## config.mk

```make
export PLATFORM = sky130hd
export DESIGN_NAME = pc_sequencer_flat
export DESIGN_NICKNAME = d
export VERILOG_FILES = /design/src/rtl/pc_sequencer_pkg.sv /design/src/rtl/pc_sequencer_if.sv /design/src/rtl/pc_sequencer_return_stack.sv /design/src/rtl/pc_sequencer.sv /design/src/flat_wrapper.sv
export SDC_FILE = /design/constraint.sdc
export NUM_CORES = 1
export LEC_CHECK = 0
export ABC_AREA = 1
export CORE_MARGIN = 4
export CORE_UTILIZATION = 50
export CTS_BUF_LIST = sky130_fd_sc_hd__clkbuf_2
export CTS_CLUSTER_SIZE = 30
export DETAILED_ROUTE_END_ITERATION = 8
export PLACE_DENSITY = 0.73
export SYNTH_ARGS = -nofsm -noshare
export SYNTH_HDL_FRONTEND = slang
export SYNTH_SLANG_ARGS = --single-unit
```

## constraint.sdc

```tcl
create_clock -name i_clk -period 7.5 [get_ports i_clk]
set_input_delay 1.125 -clock i_clk [delete_from_list [all_inputs] [get_ports i_clk]]
set_output_delay 1.125 -clock i_clk [all_outputs]
set_load 0.02 [all_outputs]
```

## src/rtl/pc_sequencer_pkg.sv

```systemverilog
// Shared encodings for the program-counter sequencer: next-PC selects and FSM states.
package pc_sequencer_pkg;

  typedef enum logic [2:0] {
    PC_SRC_RET    = 3'b000,
    PC_SRC_TARGET = 3'b001,
    PC_SRC_SEQ    = 3'b010,
    PC_SRC_JUMP   = 3'b011,
    PC_SRC_HALT   = 3'b100
  } pc_src_e;

  typedef enum logic [1:0] {
    ST_RUN    = 2'b00,
    ST_HALTED = 2'b01,
    ST_FAULT  = 2'b11
  } state_e;

endpackage

```

## src/rtl/pc_sequencer_if.sv

```systemverilog
// Decode-to-sequencer control bundle plus the sequencer's fetch address and status outputs.
interface pc_sequencer_if #(
  parameter int unsigned PC_WIDTH    = 16,
  parameter int unsigned STACK_DEPTH = 8
);
  localparam int unsigned DepthW = $clog2(STACK_DEPTH) + 1;

  logic [2:0]          pc_src;
  logic                pc_write;
  logic                push;
  logic                pop;
  logic                push_pop_en;
  logic                take_branch;
  logic [PC_WIDTH-1:0] branch_target;
  logic [PC_WIDTH-1:0] jump_target;
  logic [PC_WIDTH-1:0] pc;
  logic                halted;
  logic                fault;
  logic                overflow;
  logic                underflow;
  logic [DepthW-1:0]   depth;

  modport master (
    output pc_src, pc_write, push, pop, push_pop_en, take_branch, branch_target, jump_target,
    input  pc, halted, fault, overflow, underflow, depth
  );

  modport slave (
    input  pc_src, pc_write, push, pop, push_pop_en, take_branch, branch_target, jump_target,
    output pc, halted, fault, overflow, underflow, depth
  );

endinterface

```

## src/rtl/pc_sequencer_return_stack.sv

```systemverilog
// LIFO of return addresses. Guards itself against push-when-full and pop-when-empty,
// but leaves any fault policy to the instantiating sequencer.
module return_stack #(
  parameter int unsigned WIDTH = 16,
  parameter int unsigned DEPTH = 8,
  localparam int unsigned AddrW  = $clog2(DEPTH),
  localparam int unsigned DepthW = AddrW + 1
) (
  input  logic              i_clk,
  input  logic              i_reset,
  input  logic              i_push,
  input  logic              i_pop,
  input  logic [WIDTH-1:0]  i_data,
  output logic [WIDTH-1:0]  o_data,
  output logic [DepthW-1:0] o_depth,
  output logic              o_full,
  output logic              o_empty
);

  logic [WIDTH-1:0]  r_mem [DEPTH];
  logic [DepthW-1:0] r_depth;
  logic [AddrW-1:0]  w_rd_idx;

  assign o_full   = (r_depth == DepthW'(DEPTH));
  assign o_empty  = (r_depth == '0);
  assign o_depth  = r_depth;
  assign w_rd_idx = AddrW'(r_depth - DepthW'(1));
  // Top-of-stack is read combinationally so the caller can latch it on the pop edge.
  assign o_data   = r_mem[w_rd_idx];

  always_ff @(posedge i_clk) begin
    if (i_reset) begin
      r_depth <= '0;
    end else if (i_push && !o_full) begin
      r_depth <= r_depth + DepthW'(1);
    end else if (i_pop && !o_empty) begin
      r_depth <= r_depth - DepthW'(1);
    end
  end

  always_ff @(posedge i_clk) begin
    if (!i_reset && i_push && !o_full) begin
      r_mem[r_depth[AddrW-1:0]] <= i_data;
    end
  end

endmodule

```

## src/rtl/pc_sequencer.sv

```systemverilog
// Program-counter sequencer: selects and commits the next fetch address, drives the
// return-address stack for CALL/RET, and latches halt and stack-fault conditions.
module pc_sequencer
  import pc_sequencer_pkg::*;
#(
  parameter int unsigned         PC_WIDTH    = 16,
  parameter int unsigned         STACK_DEPTH = 8,
  parameter logic [PC_WIDTH-1:0] RESET_PC    = '0
) (
  input logic           i_clk,
  input logic           i_reset,
  pc_sequencer_if.slave bus
);

  localparam int unsigned DepthW = $clog2(STACK_DEPTH) + 1;

  state_e              r_state, w_state_nxt;
  logic [PC_WIDTH-1:0] r_pc, r_ret_addr, w_pc_nxt, w_pc_inc, w_stk_rd;
  logic                r_overflow, r_underflow;
  logic [DepthW-1:0]   w_depth;
  logic                w_full, w_empty, w_run, w_do_push, w_do_pop;
  logic                w_ovf, w_unf, w_fault_evt, w_pc_upd;

  assign w_run       = (r_state == ST_RUN);
  assign w_do_push   = w_run && bus.push_pop_en && bus.push && !bus.pop;
  assign w_do_pop    = w_run && bus.push_pop_en && bus.pop && !bus.push;
  assign w_ovf       = w_do_push && w_full;
  assign w_unf       = w_do_pop && w_empty;
  assign w_fault_evt = w_ovf || w_unf;
  // A fault raised in the same cycle as pc_write suppresses the PC commit.
  assign w_pc_upd    = w_run && bus.pc_write && !w_fault_evt;
  assign w_pc_inc    = r_pc + PC_WIDTH'(1);

  return_stack #(
    .WIDTH (PC_WIDTH),
    .DEPTH (STACK_DEPTH)
  ) u_stack (
    .i_clk   (i_clk),
    .i_reset (i_reset),
    .i_push  (w_do_push),
    .i_pop   (w_do_pop),
    .i_data  (w_pc_inc),
    .o_data  (w_stk_rd),
    .o_depth (w_depth),
    .o_full  (w_full),
    .o_empty (w_empty)
  );

  always_ff @(posedge i_clk) begin
    if (i_reset) begin
      r_state <= ST_RUN;
    end else begin
      r_state <= w_state_nxt;
    end
  end

  always_comb begin
    w_state_nxt = r_state;
    if (w_run) begin
      if (w_fault_evt) begin
        w_state_nxt = ST_FAULT;
      end else if (bus.pc_write && bus.pc_src == PC_SRC_HALT) begin
        w_state_nxt = ST_HALTED;
      end
    end
  end

  always_comb begin
    bus.halted    = (r_state != ST_RUN);
    bus.fault     = (r_state == ST_FAULT);
    bus.pc        = r_pc;
    bus.depth     = w_depth;
    bus.overflow  = r_overflow;
    bus.underflow = r_underflow;
  end

  always_comb begin
    w_pc_nxt = w_pc_inc;
    case (bus.pc_src)
      PC_SRC_RET:    w_pc_nxt = r_ret_addr;
      PC_SRC_TARGET: w_pc_nxt = (bus.push || bus.take_branch) ? bus.branch_target : w_pc_inc;
      PC_SRC_JUMP:   w_pc_nxt = bus.jump_target;
      PC_SRC_HALT:   w_pc_nxt = r_pc;
      default:       w_pc_nxt = w_pc_inc;
    endcase
  end

  always_ff @(posedge i_clk) begin
    if (i_reset) begin
      r_pc        <= RESET_PC;
      r_ret_addr  <= '0;
      r_overflow  <= 1'b0;
      r_underflow <= 1'b0;
    end else begin
      if (w_pc_upd) begin
        r_pc <= w_pc_nxt;
      end
      if (w_do_pop && !w_empty) begin
        r_ret_addr <= w_stk_rd;
      end
      r_overflow  <= r_overflow || w_ovf;
      r_underflow <= r_underflow || w_unf;
    end
  end

endmodule

```

## src/flat_wrapper.sv

```systemverilog
// flat-port wrapper written by rule: the top's interface ports become plain ports
module pc_sequencer_flat import pc_sequencer_pkg::*;
#(
  parameter int unsigned         PC_WIDTH    = 16,
  parameter int unsigned         STACK_DEPTH = 8,
  parameter logic [PC_WIDTH-1:0] RESET_PC    = '0
)
  (i_clk, i_reset, bus_pc_src, bus_pc_write, bus_push, bus_pop, bus_push_pop_en, bus_take_branch, bus_branch_target, bus_jump_target, bus_pc, bus_halted, bus_fault, bus_overflow, bus_underflow, bus_depth);
  pc_sequencer_if #(.PC_WIDTH(PC_WIDTH), .STACK_DEPTH(STACK_DEPTH)) bus_i ();
  input logic i_clk;
  input logic i_reset;
  input wire logic [$bits(bus_i.pc_src)-1:0] bus_pc_src;
  input wire logic [$bits(bus_i.pc_write)-1:0] bus_pc_write;
  input wire logic [$bits(bus_i.push)-1:0] bus_push;
  input wire logic [$bits(bus_i.pop)-1:0] bus_pop;
  input wire logic [$bits(bus_i.push_pop_en)-1:0] bus_push_pop_en;
  input wire logic [$bits(bus_i.take_branch)-1:0] bus_take_branch;
  input wire logic [$bits(bus_i.branch_target)-1:0] bus_branch_target;
  input wire logic [$bits(bus_i.jump_target)-1:0] bus_jump_target;
  output wire logic [$bits(bus_i.pc)-1:0] bus_pc;
  output wire logic [$bits(bus_i.halted)-1:0] bus_halted;
  output wire logic [$bits(bus_i.fault)-1:0] bus_fault;
  output wire logic [$bits(bus_i.overflow)-1:0] bus_overflow;
  output wire logic [$bits(bus_i.underflow)-1:0] bus_underflow;
  output wire logic [$bits(bus_i.depth)-1:0] bus_depth;
  assign bus_i.pc_src = bus_pc_src;
  assign bus_i.pc_write = bus_pc_write;
  assign bus_i.push = bus_push;
  assign bus_i.pop = bus_pop;
  assign bus_i.push_pop_en = bus_push_pop_en;
  assign bus_i.take_branch = bus_take_branch;
  assign bus_i.branch_target = bus_branch_target;
  assign bus_i.jump_target = bus_jump_target;
  assign bus_pc = bus_i.pc;
  assign bus_halted = bus_i.halted;
  assign bus_fault = bus_i.fault;
  assign bus_overflow = bus_i.overflow;
  assign bus_underflow = bus_i.underflow;
  assign bus_depth = bus_i.depth;
  pc_sequencer #(.PC_WIDTH(PC_WIDTH), .STACK_DEPTH(STACK_DEPTH), .RESET_PC(RESET_PC)) u_core (.i_clk(i_clk), .i_reset(i_reset), .bus(bus_i));
endmodule
```

Word-level counts from Yosys, hierarchy flattened --
Memory sizes are Yosys's and may differ from the RTL's. A register that Yosys moved wholly into a read port is not among the register bits. Cells that the tools add are included.
Operators by class: bitwise operators 1, order comparisons 0, div/mod/pow operators 0, reduce and logical (&&, ||, !) cells 32, shifts and indexed selects 0, multiplexer cells 8, multiply operators 0, add/sub/neg operators 3, equal/unequal tests 5
Operators by type and width (count):
- one-hot mux 16 bit (4 select lines) | 1
- adder 16 x 1 -> 16 bit (second input constant) | 1
- two-way mux 16 bit | 1
- logical AND 1 bit | 14
- two-way mux 4 bit | 2
- logical NOT 1 bit | 6
- nonzero test 2 bit | 3
- adder 4 x 1 -> 4 bit (second input constant) | 1
- equality test 4 bit (second input constant) | 1
- logical NOT 4 bit | 1
- logical OR 1 bit | 4
- two-way mux 2 bit | 2
- AND reduction 2 bit | 2
- subtractor 4 x 1 -> 4 bit (second input constant) | 1
- equality test 3 x 1 -> 1 bit (second input constant) | 1
- equality test 3 x 2 -> 1 bit (second input constant) | 1
- equality test 3 bit (second input constant) | 1
- logical NOT 3 bit | 1
- equality test 2 bit (second input constant) | 1
- logical NOT 2 bit | 1
- two-way mux 1 bit | 2
- NOT 1 bit | 1
Storage, ports and cells: output and inout port bits 24, bits in writable memories 128, word-level logic and storage cells 55, bits in latches 0, register bits after elaboration 24, input bits 42, memories kept 1, bits in read-only memories 0
Memory list:
- u_core.u_stack.r_mem | words 8, width 16, read ports 1, clocked after memory_dff 1, write ports 1, line pc_sequencer_return_stack.sv:20 | logic [WIDTH-1:0] r_mem [DEPTH];

Logic depth before layout (Yosys ltp) --
Gate-level depths: netlist of the first run.
depth in word-level cells 9, mapped depth 14, depth with buffers taken out 11

By module --
A second synthesis of the first run with hierarchy kept.
Unflattened totals: cells, all modules 826, area, all modules 7736.2 sq um
By module, submodules not included:
- return_stack | area an instance 5412.7 sq um, sequential area each 3923.8 sq um, instances 1, cells an instance 437
- pc_sequencer | area an instance 2323.5 sq um, sequential area each 720.7 sq um, instances 1, cells an instance 389

Worst setup path after synthesis of the first run --
Ideal clock, no wire load.
path kind register to register, from reg u_core.u_stack.r_depth[0], in the netlist u_core.u_stack.o_depth[0], to mem u_core.u_stack.r_mem[4][0] (enable), path buffers 3, required time 7.091 ns, cell stages (with the launch flop) 13, clock period less this slack 3.293 ns, data arrival time 2.884 ns, slack 4.207 ns, library setup time 0.409 ns, cells stage by stage dfxtp_1 -> buf_2 -> inv_2 -> buf_2 -> buf_2 -> ha_1 -> nand2_2 -> nor2_1 -> inv_1 -> nand2_1 -> nor2_2 -> nand2_1 -> nor3_1
Between the ends: word-level cells in the longest chain between the ends 5
RTL lines:
- start: declaration | line pc_sequencer_return_stack.sv:21 | logic [DepthW-1:0] r_depth;
- start signal: assignment | line pc_sequencer_return_stack.sv:35 | r_depth <= r_depth + DepthW'(1);
- start signal: assignment | line pc_sequencer_return_stack.sv:37 | r_depth <= r_depth - DepthW'(1);
- equality test 4 bit | line pc_sequencer_return_stack.sv:24 | assign o_full = (r_depth == DepthW'(DEPTH));
- logical NOT 1 bit | line pc_sequencer_return_stack.sv:42 | if (!i_reset && i_push && !o_full) begin
- logical AND 1 bit | line pc_sequencer_return_stack.sv:42
- two-way mux 1 bit | line pc_sequencer_return_stack.sv:42
- two-way mux 1 bit (not written as such) | line pc_sequencer_return_stack.sv:43 | r_mem[r_depth[AddrW-1:0]] <= i_data;
- end: declaration | line pc_sequencer_return_stack.sv:20
Several ways; a longest one is shown, not always the timed one.

Final worst setup path of the first run --
from reg u_core.u_stack.r_depth[0], in the netlist u_core.u_stack.o_depth[0], to out bus_depth[0]
RTL lines:
- end: declaration | line flat_wrapper.sv:25 | output wire logic [$bits(bus_i.depth)-1:0] bus_depth;
No word-level cell between the ends.

==> PnR_summary.wiki, run 1 <==
{| class="wikitable"
! Metric !! Value
|-
| Post-synthesis xor/xnor area fraction || less than 1%
|-
| Mean cell area of the mapped netlist || approximately 9 um^2
|-
| Routed vias || 6042
|-
| Total routing resource utilization after global routing || roughly 22%
|-
| Top Metal Used || met4
|-
| Final core utilization || 59.3%
|-
| Worst Setup Start Kind || register
|-
| Proportion of synthesized chip area in sequential cells || 61.0%
|-
| Proportion of netlist area held by the largest area contributor || 50.5%
|-
| Number of fill cells || 1330
|-
| CTS-repair resized insts || 0
|-
| Power Dens Cells || 226 nW/um^2
|-
| Fraction of layout instances using a drive strength above 1 || 7.83%
|-
| RSZ-0062 raised after global routing || no
|-
| Worst-Margin Slew || 1160 ps
|-
| Setup Crit Path Kind || reg2out
|-
| Max-slew violation count || 0
|-
| Vias per cell || ~5.5
|-
| Cell types with the largest area share after synthesis || sky130_fd_sc_hd__edfxtp_1 (50%), sky130_fd_sc_hd__dfxtp_1 (11%), sky130_fd_sc_hd__nor2_1 (9.3%), sky130_fd_sc_hd__nand2_1 (7.7%), sky130_fd_sc_hd__nand3_1 (5.2%)
|-
| Share of synthesized flip-flops with an asynchronous set or reset || 0%
|-
| Drt initial violations || 742
|-
| Half-perimeter wire length after placement || approximately 12000 um
|-
| Placeable Area || between 10000 and 15000 um^2
|-
| Static Leak || 3.31 nW
|-
| Share of the synthesized area in compound gates (AO/OA/AOI/OAI) || 7.19%
|-
| IO Port Bufs || 65
|-
| Worst min-delay path category || reg2reg
|-
| Synth area leader || sky130_fd_sc_hd__edfxtp_1
|-
| Netlist cell types || 33
|-
| CTS tree || built
|-
| Synth Net Count || approximately 880
|-
| Die ar. || 17300 um^2
|-
| Number of flip-flops and latches in the synthesized netlist || 168
|-
| Number of warnings printed during yosys synthesis || 0
|-
| Total of max-cap violations || 0
|-
| Final setup fails || 0
|-
| Crit. End Element || output pin
|-
| DR pass1 iterations || 6
|-
| Clock latency on the worst-skew pair || 710 ps
|-
| Number of antenna repair diodes || 0
|-
| Post-route fraction of the period consumed by the critical path || 47.3%
|-
| Data required time of the critical path || 6380 ps
|-
| Hold slack || 471 ps
|-
| Max Fclk || 0.282 GHz
|-
| DRC || 0
|-
| Largest net degree at the start of global routing || 72
|-
| Multiplexer share of the synthesized area || 0%
|-
| Final hold violation count || 0
|-
| Total standard cell area after synthesis || around 7600 um^2
|-
| Antenna violation net count after detailed routing || 0
|-
| Endpoint arrival time on the critical path || 2420 ps
|-
| Final layout net count || 939
|-
| Starting density of the core || 51.6%
|-
| Growth of design area from synthesis to finish || 14.9%
|-
| Adder-cell share of the synthesized area || 0.493%
|-
| Row count || 44
|-
| Number of enable flip-flop cells after synthesis || 128
|-
| Clock Sinks || about 170
|-
| Total setup buffers inserted after CTS || 0
|-
| Clock H-tree levels || 4
|-
| Dominant synthesized flop cell || sky130_fd_sc_hd__edfxtp_1
|-
| Result of the run || finished clean
|-
| CTS Buf Count || 17
|-
| Main combinational cell family by area after synthesis || simple AND/OR/NAND/NOR gates
|-
| Setup Skew || 31.5 ps
|-
| Post-synthesis simple-gate area fraction || 25.4%
|-
| Sum of routed wire length over all layers || 19100 um
|-
| Clock transition at path regs || 220 ps
|-
| Maximum resistive drop on vdd || 158 uV
|-
| I/O pin count || 66
|-
| Routed length per instance || 17.5 um
|-
| Master cell of the clock root buffer || sky130_fd_sc_hd__clkbuf_2
|-
| Die width || 131 um
|-
| Routed length on met1 || roughly 8300 um
|-
| Height of the die || 131 um
|-
| Worst rel slew slack || 22.8%
|-
| Setup TNS || 0 ps
|-
| Maximum clock path buffer count || 2
|-
| Most common library cell in the layout ignoring fill and taps || sky130_fd_sc_hd__nor2_1
|-
| Mapped Cells || ~830
|-
| Wire length of the first global-routing pass || approximately 31000 um
|-
| Clock period minus final worst setup slack || around 3500 ps
|-
| Number of antenna violations at the first check in global routing || 0
|-
| Met3 WL post-DR || about 1500 um
|-
| Critical-path maximum fanout || 71
|-
| Detailed route wirelength on metal2 || 8980 um
|-
| Hold-fix buffers at CTS || 0
|-
| Number of global-route vias before repair || 5798
|-
| Global placement routability congestion || 0.953
|-
| Global route total overflow || 0
|-
| Leading cell types in the layout, fill and taps excluded || sky130_fd_sc_hd__nor2_1 (189), sky130_fd_sc_hd__nand2_1 (156), sky130_fd_sc_hd__edfxtp_1 (128)
|}
critical path, stage by stage (launching register included):
cell and delay (ps):
sky130_fd_sc_hd__dfxtp_2 360, sky130_fd_sc_hd__buf_4 610, sky130_fd_sc_hd__clkdlybuf4s50_1 740
where the power goes:
part / internal, mW / switching [mW]
combinational: 0.102 / 0.192
clock: 0.319 / 0.309
sequential: 1.03 / 0.0200
registers in the layout (all words and copies together), names as in the netlist:
name,flops
u_core.r_state,2
u_core.bus.pc,16
u_core.r_ret_addr,16
u_core.bus.overflow,1
u_core.u_stack.r_mem,128
u_core.bus.underflow,1
u_core.u_stack.o_depth,4
synth_stat cells, types with 2 or more instances:
library cell / number
sky130_fd_sc_hd__ha_1: 3
sky130_fd_sc_hd__a22o_1: 2
sky130_fd_sc_hd__a21boi_0: 2
sky130_fd_sc_hd__clkbuf_1: 8
sky130_fd_sc_hd__nand2_2: 6
sky130_fd_sc_hd__dfxtp_1: 40
sky130_fd_sc_hd__clkbuf_2: 2
sky130_fd_sc_hd__xor2_1: 3
sky130_fd_sc_hd__buf_4: 8
sky130_fd_sc_hd__a31oi_1: 2
sky130_fd_sc_hd__buf_6: 3
sky130_fd_sc_hd__buf_1: 2
sky130_fd_sc_hd__o21ai_0: 71
sky130_fd_sc_hd__nor3_1: 6
sky130_fd_sc_hd__buf_2: 13
sky130_fd_sc_hd__inv_2: 6
sky130_fd_sc_hd__o21ai_1: 2
sky130_fd_sc_hd__nor2_2: 8
sky130_fd_sc_hd__nand3_1: 79
sky130_fd_sc_hd__nor2_1: 189
sky130_fd_sc_hd__and2_1: 3
sky130_fd_sc_hd__edfxtp_1: 128
sky130_fd_sc_hd__a21oi_1: 26
sky130_fd_sc_hd__inv_1: 47
sky130_fd_sc_hd__nor2_4: 2
sky130_fd_sc_hd__nand4_1: 10
sky130_fd_sc_hd__nand2_1: 156
final timing paths:
path	from	to	slack [ps]	cells past startpoint
max	u_core.u_stack.o_depth[0]$_SDFFE_PP0P_	bus_depth[0]	3950	2
min	u_core.bus.underflow$_SDFF_PP0_	u_core.bus.underflow$_SDFF_PP0_	470	2
max reg2reg	u_core.u_stack.o_depth[0]$_SDFFE_PP0P_	u_core.u_stack.r_mem[1][11]$_DFFE_PP_	4180	11
min reg2reg	u_core.bus.underflow$_SDFF_PP0_	u_core.bus.underflow$_SDFF_PP0_	470	2
layer usage:
metal	up-vias	global-route usage, %
met4	0	6.24
met2	249	35.8
met3	28	4.74
li1	2906	-
met5	-	0
met1	2859	31.2
cell type report:
type | count | area [um^2] | share of cell area (%)
flip-flops and latches | 168 | 4650 | 53.1
repair buffers | 78 | 748 | 8.55
well taps | 184 | 230 | 2.63
multi-input cells | 575 | 2580 | 29.5
clock inverters | 14 | 254 | 2.90
clock buffers | 18 | 90.1 | 1.03
inverters | 54 | 203 | 2.32
kinds of logic (layout without fill, tap and decap cells):
family,Yosys count,in the layout
xor+xnor,4,4
simple gates,462,462
fa+ha+maj,3,3
buf+inv,90,164
flops,168,168
compound gates,106,106
metrics by stage:
step	instances	cell area [um^2]	total power [mW]	setup slack, ps
final	1091	8750	1.98	3950
after global routing	1091	8750	2.06	3790
after CTS	1091	8750	1.98	3900
after detailed placement	1059	8410	1.37	3810
after global placement	1059	8410	1.36	3870
after floorplan	833	7620	1.26	4210
No activity file was read; power rests on OpenSTA's default activity.
==> run 2: changes to the inputs <==
Settings changed: PLACE_DENSITY 0.73 to 0.75.
Clock period 7.5 ns to 3 ns, I/O delays scaled along.
==> run 2 against run 1 <==
Net effect: die area unchanged; routed wire length shrank 3.4%; critical path depth did not move; non-clock buffer count did not move; largest power group unchanged.
==> PnR_summary.wiki, run 2 (synthesis results as in run 1) <==
{| class="wikitable"
! Metric !! Value
|-
| CTS tree || built
|-
| Clock period minus final worst setup slack || ~2700 ps
|-
| Static Leak || 3.28 nW
|-
| Drt initial violations || 663
|-
| Half-perimeter wire length after placement || 12500 um
|-
| Growth of design area from synthesis to finish || 14.0%
|-
| Largest net degree at the start of global routing || 71
|-
| Result of the run || finished clean
|-
| Clock transition at path regs || around 210 ps
|-
| Largest register FFs || 128
|-
| Crit. End Element || output pin
|-
| Maximum clock path buffer count || 2
|-
| Area used by sequential logic in the layout || 4650 um^2
|-
| Routed vias || 5985
|-
| Most common library cell in the layout ignoring fill and taps || sky130_fd_sc_hd__nor2_1
|-
| Number of antenna violations at the first check in global routing || 0
|-
| Final core utilization || 58.8%
|-
| Global route total overflow || 0
|-
| DRC || 0
|-
| IO Port Bufs || 65
|-
| Critical-path maximum fanout || 70
|-
| Clock Sinks || 168
|-
| Height of the die || 131 um
|-
| Number of stages on the worst hold path || 5
|-
| Global placement routability congestion || 0.935
|-
| Max Fclk || between 0.3 and 0.4 GHz
|-
| Power Dens Cells || about 540 nW/um^2
|-
| Total of max-cap violations || 0
|-
| Worst-Margin Slew || 1130 ps
|-
| Wire length of the first global-routing pass || 29500 um
|-
| Setup Crit Path Kind || reg2out
|-
| Multi-input combinational cell area || approximately 2600 um^2
|-
| Number of antenna repair diodes || 0
|-
| Antenna violation net count after detailed routing || 0
|-
| Clock latency on the worst-skew pair || roughly 730 ps
|-
| Number of global-route vias before repair || about 5600
|-
| Master cell of the clock root buffer || sky130_fd_sc_hd__clkbuf_2
|-
| DR pass1 iterations || 5
|-
| Maximum resistive drop on vdd || ~350 uV
|-
| Total setup buffers inserted after CTS || 0
|-
| Worst-case setup slack after placement || 573 ps
|-
| CTS Buf Count || 17
|-
| Total routing resource utilization after global routing || 21.5%
|-
| Worst min-delay path category || in2reg
|-
| Setup Skew || 15.4 ps
|-
| Final layout net count || 939
|-
| Clock H-tree levels || 4
|-
| Die ar. || roughly 17000 um^2
|-
| Number of fill cells || 1291
|-
| Fraction of layout instances using a drive strength above 1 || 8.05%
|-
| Post-route fraction of the period consumed by the critical path || about nine tenths
|-
| Row count || 44
|-
| I/O pin count || 66
|-
| Worst rel slew slack || between 20% and 30%
|-
| Final hold violation count || 0
|-
| Path depth of the worst reg2reg path || 8
|-
| Die width || approximately 130 um
|-
| Leading cell types in the layout, fill and taps excluded || sky130_fd_sc_hd__nor2_1 (189), sky130_fd_sc_hd__nand2_1 (156), sky130_fd_sc_hd__edfxtp_1 (128)
|-
| Starting density of the core || 51.6%
|-
| Placeable Area || 14800 um^2
|-
| Data required time of the critical path || 2550 ps
|-
| Worst Setup Start Kind || register
|-
| Worst-case setup margin in the final layout || 291 ps
|-
| Endpoint arrival time on the critical path || 2260 ps
|-
| Vias per cell || 5.49
|-
| Final setup fails || 0
|-
| Routed length per instance || 16.9 um
|-
| Max-slew violation count || 0
|-
| Sum of routed wire length over all layers || approximately 18000 um
|-
| RSZ-0062 raised after global routing || no
|}
run 2: cell types whose count changed in the layout (fill, tap and decap cells not counted), moves of 2 or more:
cell,delta
sky130_fd_sc_hd__bufinv_16,-3
sky130_fd_sc_hd__clkinv_2,+3
sky130_fd_sc_hd__clkinvlp_4,+2
sky130_fd_sc_hd__clkinv_4,-2
sky130_fd_sc_hd__clkinv_1,-2
run 2: worst max-delay path: stages (launching register included):
cell,delay [ps]
sky130_fd_sc_hd__dfxtp_2,390
sky130_fd_sc_hd__buf_6,440
sky130_fd_sc_hd__clkdlybuf4s50_1,700
run 2: stage by stage:
| step | power [mW] | TNS, ps | hold WS [ps] | cells | instance area, um^2 |
|---|---|---|---|---|---|
| global route | 4.93 | 0 | 325 | 1091 | 8680 |
| floorplan | 3.15 | -9390 | 439 | 833 | 7620 |
| finish | 4.71 | 0 | 376 | 1091 | 8680 |
| CTS | 4.73 | 0 | 293 | 1091 | 8680 |
| global placement | 3.42 | 0 | 436 | 1059 | 8410 |
| detailed placement | 3.42 | 0 | 440 | 1059 | 8410 |
run 2: timing repair:
item / in CTS / in global routing
hold buffers: 0 / 0
resized for setup: 0 / 1
endpoints found under the setup margin: 0 / 1
run 2: path summary, 6_finish.rpt:
kind	start	end	slack, ps
min	bus_jump_target[6]	u_core.bus.pc[6]$_SDFFE_PP0P_	380
max reg2reg	u_core.u_stack.o_depth[1]$_SDFFE_PP0P_	u_core.r_ret_addr[3]$_SDFFE_PP0P_	520
min reg2reg	u_core.bus.underflow$_SDFF_PP0_	u_core.bus.underflow$_SDFF_PP0_	460
max	u_core.u_stack.o_depth[0]$_SDFFE_PP0P_	bus_depth[0]	290
run 2: metal layers:
metal / track usage [%] / vias to the layer above / share of wire [%]
met4: 7.76 / 0 / 2.2
li1: - / 2915 / -
met5: 0 / - / 0
met1: 28.9 / 2829 / 43
met2: 34.8 / 210 / 49
met3: 4.55 / 31 / 6.1
run 2: cell type report:
cell class,instances,share of cell area (%)
clock buffer,19,1.10
clock inverter,13,2.05
inverter,54,2.33
multi-input combinational,575,29.7
sequential,168,53.5
tap,184,2.65
timing repair buffer,78,8.66
run 2: where the power goes:
part           total [mW]  internal [mW]  leakage [nW]  switching [mW]
Clock                1.33          0.551         0.164           0.780
Sequential           2.64           2.59          1.50          0.0505
Combinational       0.740          0.256          1.62           0.484
==> run 3: changes to the inputs <==
Settings changed: ABC_CLOCK_PERIOD_IN_PS from default to 3000.
==> results of run 3 <==
The final DEF is identical to that of run 2; final timing and power are the same.
